$ cat config.mk
export PLATFORM = sky130hd
export DESIGN_NAME = spi_frame_rx
export DESIGN_NICKNAME = d
export VERILOG_FILES = /design/src/rtl/spi_frame_rx.sv
export SDC_FILE = /design/constraint.sdc
export NUM_CORES = 1
export LEC_CHECK = 0
export ABC_CLOCK_PERIOD_IN_PS = 2100
export CAP_MARGIN = 10
export CORE_UTILIZATION = 62
export CTS_CLUSTER_DIAMETER = 60
export DETAILED_ROUTE_END_ITERATION = 16
export DONT_BUFFER_PORTS = 1
export PLACE_DENSITY = 0.78
export SLEW_MARGIN = 5
export SYNTH_ARGS = -nofsm -noshare
export SYNTH_HDL_FRONTEND = slang
export SYNTH_SLANG_ARGS = --single-unit
$ cat constraint.sdc
create_clock -name clk -period 2.1 [get_ports clk]
set_input_delay 0.42 -clock clk [delete_from_list [all_inputs] [get_ports clk]]
set_output_delay 0.42 -clock clk [all_outputs]
set_load 0.1 [all_outputs]
$ cat src/rtl/spi_frame_rx.sv
// SPI mode-0 slave receiver: 16-bit {rw, addr[6:0], data[7:0]} frames, MSB first, sampled in the clk domain.
// frame_valid/frame_err pulse on the 3rd clk edge after the first synchronizer stage captures nCS high.
module spi_frame_rx (
  input  logic       clk,
  input  logic       rst_n,
  input  logic       SCLK,
  input  logic       COPI,
  input  logic       nCS,
  output logic       frame_valid,
  output logic       frame_rw,
  output logic [6:0] frame_addr,
  output logic [7:0] frame_data,
  output logic       frame_err,
  output logic [3:0] err_cnt,
  output logic       busy
);

  typedef enum logic [1:0] {
    IDLE    = 2'd0,
    RECV    = 2'd1,
    FULL    = 2'd2,
    OVERRUN = 2'd3
  } state_t;

  state_t      r_state;
  state_t      w_state_nxt;

  logic        r_sclk_s1, r_sclk_s2, r_sclk_s3;
  logic        r_copi_s1, r_copi_s2;
  logic        r_ncs_s1, r_ncs_s2, r_ncs_s3;

  logic [4:0]  r_cnt;
  logic [15:0] r_shift;
  logic        r_pend_ok;
  logic        r_pend_err;
  logic        r_frame_valid;
  logic        r_frame_err;
  logic        r_frame_rw;
  logic [6:0]  r_frame_addr;
  logic [7:0]  r_frame_data;
  logic [3:0]  r_err_cnt;

  logic        w_sclk_rise;
  logic        w_ncs_fall;
  logic        w_ncs_rise;
  logic        w_clr;
  logic        w_shift;
  logic        w_done_ok;
  logic        w_done_err;

  // Synchronizer idle values match an unselected, quiet bus so reset release never fakes an edge
  always_ff @(posedge clk or negedge rst_n) begin
    if (!rst_n) begin
      r_sclk_s1 <= 1'b0;
      r_sclk_s2 <= 1'b0;
      r_sclk_s3 <= 1'b0;
      r_copi_s1 <= 1'b0;
      r_copi_s2 <= 1'b0;
      r_ncs_s1  <= 1'b1;
      r_ncs_s2  <= 1'b1;
      r_ncs_s3  <= 1'b1;
    end else begin
      r_sclk_s1 <= SCLK;
      r_sclk_s2 <= r_sclk_s1;
      r_sclk_s3 <= r_sclk_s2;
      r_copi_s1 <= COPI;
      r_copi_s2 <= r_copi_s1;
      r_ncs_s1  <= nCS;
      r_ncs_s2  <= r_ncs_s1;
      r_ncs_s3  <= r_ncs_s2;
    end
  end

  assign w_sclk_rise = r_sclk_s2 & ~r_sclk_s3;
  assign w_ncs_fall  = ~r_ncs_s2 & r_ncs_s3;
  assign w_ncs_rise  = r_ncs_s2 & ~r_ncs_s3;

  always_ff @(posedge clk or negedge rst_n) begin
    if (!rst_n) begin
      r_state <= IDLE;
    end else begin
      r_state <= w_state_nxt;
    end
  end

  // nCS rise is checked before SCLK rise so a coincident clock edge is dropped
  always_comb begin
    w_state_nxt = r_state;
    w_clr       = 1'b0;
    w_shift     = 1'b0;
    w_done_ok   = 1'b0;
    w_done_err  = 1'b0;
    case (r_state)
      IDLE: begin
        if (w_ncs_fall) begin
          w_state_nxt = RECV;
          w_clr       = 1'b1;
        end
      end
      RECV: begin
        if (w_ncs_rise) begin
          w_state_nxt = IDLE;
          w_done_err  = 1'b1;
        end else if (w_sclk_rise) begin
          w_shift = 1'b1;
          if (r_cnt == 5'd15) begin
            w_state_nxt = FULL;
          end
        end
      end
      FULL: begin
        if (w_ncs_rise) begin
          w_state_nxt = IDLE;
          w_done_ok   = 1'b1;
        end else if (w_sclk_rise) begin
          w_state_nxt = OVERRUN;
        end
      end
      OVERRUN: begin
        if (w_ncs_rise) begin
          w_state_nxt = IDLE;
          w_done_err  = 1'b1;
        end
      end
      default: begin
        w_state_nxt = IDLE;
      end
    endcase
  end

  always_ff @(posedge clk or negedge rst_n) begin
    if (!rst_n) begin
      r_cnt   <= 5'd0;
      r_shift <= 16'd0;
    end else if (w_clr) begin
      r_cnt   <= 5'd0;
      r_shift <= 16'd0;
    end else if (w_shift) begin
      r_cnt   <= r_cnt + 5'd1;
      r_shift <= {r_shift[14:0], r_copi_s2};
    end
  end

  // One extra stage between the end-of-frame decision and the output pulse.
  // The shift register is still intact here: a new frame can clear it no earlier than this same edge.
  always_ff @(posedge clk or negedge rst_n) begin
    if (!rst_n) begin
      r_pend_ok     <= 1'b0;
      r_pend_err    <= 1'b0;
      r_frame_valid <= 1'b0;
      r_frame_err   <= 1'b0;
      r_frame_rw    <= 1'b0;
      r_frame_addr  <= 7'd0;
      r_frame_data  <= 8'd0;
      r_err_cnt     <= 4'd0;
    end else begin
      r_pend_ok     <= w_done_ok;
      r_pend_err    <= w_done_err;
      r_frame_valid <= r_pend_ok;
      r_frame_err   <= r_pend_err;
      if (r_pend_ok) begin
        r_frame_rw   <= r_shift[15];
        r_frame_addr <= r_shift[14:8];
        r_frame_data <= r_shift[7:0];
      end
      if (r_pend_err && (r_err_cnt != 4'hF)) begin
        r_err_cnt <= r_err_cnt + 4'd1;
      end
    end
  end

  assign frame_valid = r_frame_valid;
  assign frame_err   = r_frame_err;
  assign frame_rw    = r_frame_rw;
  assign frame_addr  = r_frame_addr;
  assign frame_data  = r_frame_data;
  assign err_cnt     = r_err_cnt;
  assign busy        = (r_state != IDLE);

endmodule

==> results_dict.tcl <==
set metrics [dict create \
    synth_area_um2 2330 \
    synth_compound_area_frac 0.0811 \
    skew_ns 0.00923 \
    n_fill_cell 231 \
    synth_xor_area_frac 0.00376 \
    place_hpwl_um 2470 \
    finalCritPeriodShare 0.841 \
    synth_area_per_cell_um2 13.2 \
    critical_path.max_fanout 15 \
    worstSetupStartpoint "r_state[0]$_DFFE_PN0P_" \
    multi_input_area_um2 831 \
    r2r_cells 3 \
    arrival_ns 1.95 \
    numCtsBuffers 5 \
    drive_gt1_frac 0.278 \
    synth_top_family_by_area "simple AND/OR/NAND/NOR gates" \
    design_area_um2 2510 \
    hold_viol 0 \
    dr.pass1.iters 4 \
    max_freq_ghz 0.566 \
    wl_met3_um 162 \
    antenna_found_initial 0 \
    drc 0 \
    setup_violations 0 \
    grt.total_usage 0.211 \
    die_area_um2 4010 \
    die_y_um 63.3 \
    vdd_drop_max_v 0.000642 \
    die_w_um 63.3 \
    wire_per_inst_um 16.3 \
    yosys_warnings 0 \
    synthCells 176 \
    clock_power_share 0.311 \
    power.share.switching 0.320 \
    antenna_cells 0 \
    clock-root-buffer "clkbuf_8" \
    pwr-share-seq 0.465 \
    start_util 0.672 \
    holdCritStartpoint "nCS" \
    wirelength_um 3670 \
    clock_path_buffers 2 \
    clk_pin_slew_worst_paths_ns 0.09 \
    r2r_start "r_state[0]$_DFFE_PN0P_" \
    worstReg2RegEnd "r_shift[13]$_DFFE_PN0P_" \
    regArea_um2 1380 \
    worst_pin_slew_ns 0.900 \
    ys_types 36 \
    htree_levels 2 \
    switching_power_uw 814 \
    ctsResizeCount 0 \
    outcome "finished, final reports clean" \
    leakage_nw 1.16 \
    place_congestion 0.755 \
    drv_cap 0 \
    drv_slew 0 \
    grt-ovfl-total 0 \
    core_area_um2 3470 \
    grt_pass1_vias 1362 \
    yosys.area_share.simple 0.131 \
    routed_via_density 6.13 \
    ant_nets 0 \
    ios 28 \
    final_core_util 0.725 \
    maxSlewHeadroom 0.400 \
    synth_fa_ha_area_frac 0.0161 \
    layout.nets 187 \
    num_rows 21 \
    power.density_nw_per_um2 1010 \
    highest_layer "met4" \
    clock-sinks 55 \
    synthToLayoutAreaGrowth_pct 7.89 \
    power.internal_mw 1.73 \
    fin_setup_tns_ns 0 \
    cts_tree "done" \
    first_iter_violations 95 \
    min_path_type "input pin to flip-flop" \
    p_comb_frac 0.224 \
    yosysSeqAreaShare 0.592 \
    dr_total_vias 1385 \
    hold_end "r_ncs_s1$_DFF_PN1_" \
    grt_pass1_wl_um 6400 \
    rsz0062_at_grt "false" \
    syn_nets 184 \
    critPathCaptureType "flip-flop" \
    start_kind "flip-flop" \
    ys_seq_elements 55 \
    wl_met2_um 1780 \
    r2r_setup_slack_ns 0.33 \
    met1_length_um 1660 \
    grt_max_degree 56 \
    clk_latency_ns 0.30 \
    io_buffer_count 0 \
    min_period_ns 1.77 \
    worstSetupPathType "flip-flop to flip-flop" \
    worstPathRequired_ns 2.29 \
    placed_area_um2 2340 \
    synthMuxAreaShare 0.125 \
    min_path_cells 0 \
]
## worst max-delay path by stage
stage | endpoint | slack [ns] | depth (start not counted)
after floorplan | err_cnt[1]$_DFFE_PN0P_ | 0.16 | 4
after global placement | r_shift[0]$_DFFE_PN0P_ | 0.44 | 3
after detailed placement | r_shift[13]$_DFFE_PN0P_ | 0.35 | 3
after CTS | busy | 0.33 | 1
after global routing | r_shift[0]$_DFFE_PN0P_ | 0.22 | 3
final | r_shift[13]$_DFFE_PN0P_ | 0.33 | 3
## cells by family (layout without fill, tap and decap cells)
logic type                 count (synthesis)  in the layout
adders and majority gates                  3              3
xor gates and xnor gates                   1              1
AOI/OAI and AO/OA                         30             30
and+or+nand+nor                           44             44
buffers and inverters                     17             21
muxes                                     26             26
DFF                                       55             55
## power by group through the flow
| stage | sequential, mW | clock (mW) | combinational [mW] |
|---|---|---|---|
| 4_1_cts | 1.18 | 0.810 | 0.575 |
| 3_5_place_dp | 1.20 | 0 | 0.546 |
| 6_report | 1.18 | 0.792 | 0.570 |
| 3_3_place_gp | 1.19 | 0 | 0.533 |
| 2_1_floorplan | 1.49 | 0 | 0.158 |
| 5_1_grt | 1.19 | 0.846 | 0.604 |
## flip-flops by register name, summed over array words and instances (netlist names), 2 cells and up
name        count
r_state         2
r_shift        16
frame_data      8
frame_addr      7
r_cnt           5
err_cnt         4
## stage by stage
stage               power (mW)  cells  hold WS (ns)  setup WS (ns)
detailed placement        1.75    216         0.125          0.346
CTS                       2.57    226         0.101          0.325
global placement          1.73    216         0.126          0.444
finish                    2.55    226         0.114          0.333
floorplan                 1.65    176         0.124          0.157
global route              2.64    226        0.0949          0.219
## routing by layer
| layer | GRT usage | vias to the layer above |
|---|---|---|
| li1 | - | 641 |
| met3 | 0.0471 | 9 |
| met4 | 0.114 | 0 |
| met2 | 0.332 | 44 |
| met5 | 0 | - |
| met1 | 0.273 | 691 |
## what timing repair did
action | 4_1_cts | 5_1_grt
setup endpoints to repair | 0 | 0
hold endpoints to repair | 55 | 0
hold buffers | 2 | 0
buffers inserted | 0 | 0
## cells in the final DEF (no fill, tap or decap), types with 2 or more instances in the layout
| cell type | n |
|---|---|
| dfrtp_1 | 52 |
| mux2_2 | 24 |
| a21oi_1 | 15 |
| nand4_1 | 13 |
| o31ai_1 | 12 |
| nor2b_1 | 9 |
| buf_4 | 8 |
| clkbuf_8 | 5 |
| inv_1 | 3 |
| nor3_1 | 3 |
| ha_1 | 3 |
| dfstp_2 | 3 |
| nor2_1 | 2 |
| nand2b_1 | 2 |
| mux2i_1 | 2 |
| nand3_1 | 2 |
| nand2_1 | 2 |
| bufinv_16 | 2 |
## layout make-up
cell class | instances | area share
sequential | 55 | 0.549
multi-input combinational | 104 | 0.331
timing repair buffer | 10 | 0.0388
clock buffer | 5 | 0.0274
clock inverter | 3 | 0.0269
tap | 46 | 0.0229
inverter | 3 | 0.00448
## worst max-delay path, cell delays in order, from the launching register on
cell      delay (ns)
dfrtp_1         0.52
nand3b_2        0.34
nor3_4          0.41
mux2_2          0.38
## synth_stat cells (all sizes together)
cell | instances | area, um2
dfrtp | 52 | 1300
nand2b | 2 | 12.5
nor3 | 4 | 31.3
or4 | 1 | 7.51
nand3 | 2 | 10.0
or2 | 1 | 6.26
a221oi | 1 | 8.76
nor2 | 2 | 7.51
nand4 | 13 | 81.3
clkbuf | 6 | 46.3
and3b | 1 | 8.76
or2b | 1 | 8.76
o2bb2ai | 1 | 8.76
and2 | 1 | 6.26
and3 | 1 | 6.26
mux2 | 24 | 270
dfstp | 3 | 78.8
a21oi | 15 | 75.1
mux2i | 2 | 20.0
a31oi | 1 | 6.26
buf | 8 | 61.3
o31ai | 12 | 90.1
inv | 3 | 11.3
nor4 | 1 | 6.26
nand2 | 2 | 7.51
nor4b | 1 | 23.8
nand3b | 1 | 11.3
xnor2 | 1 | 8.76
ha | 3 | 37.5
nor2b | 10 | 70.1
No activity file was read; power rests on OpenSTA's default activity.
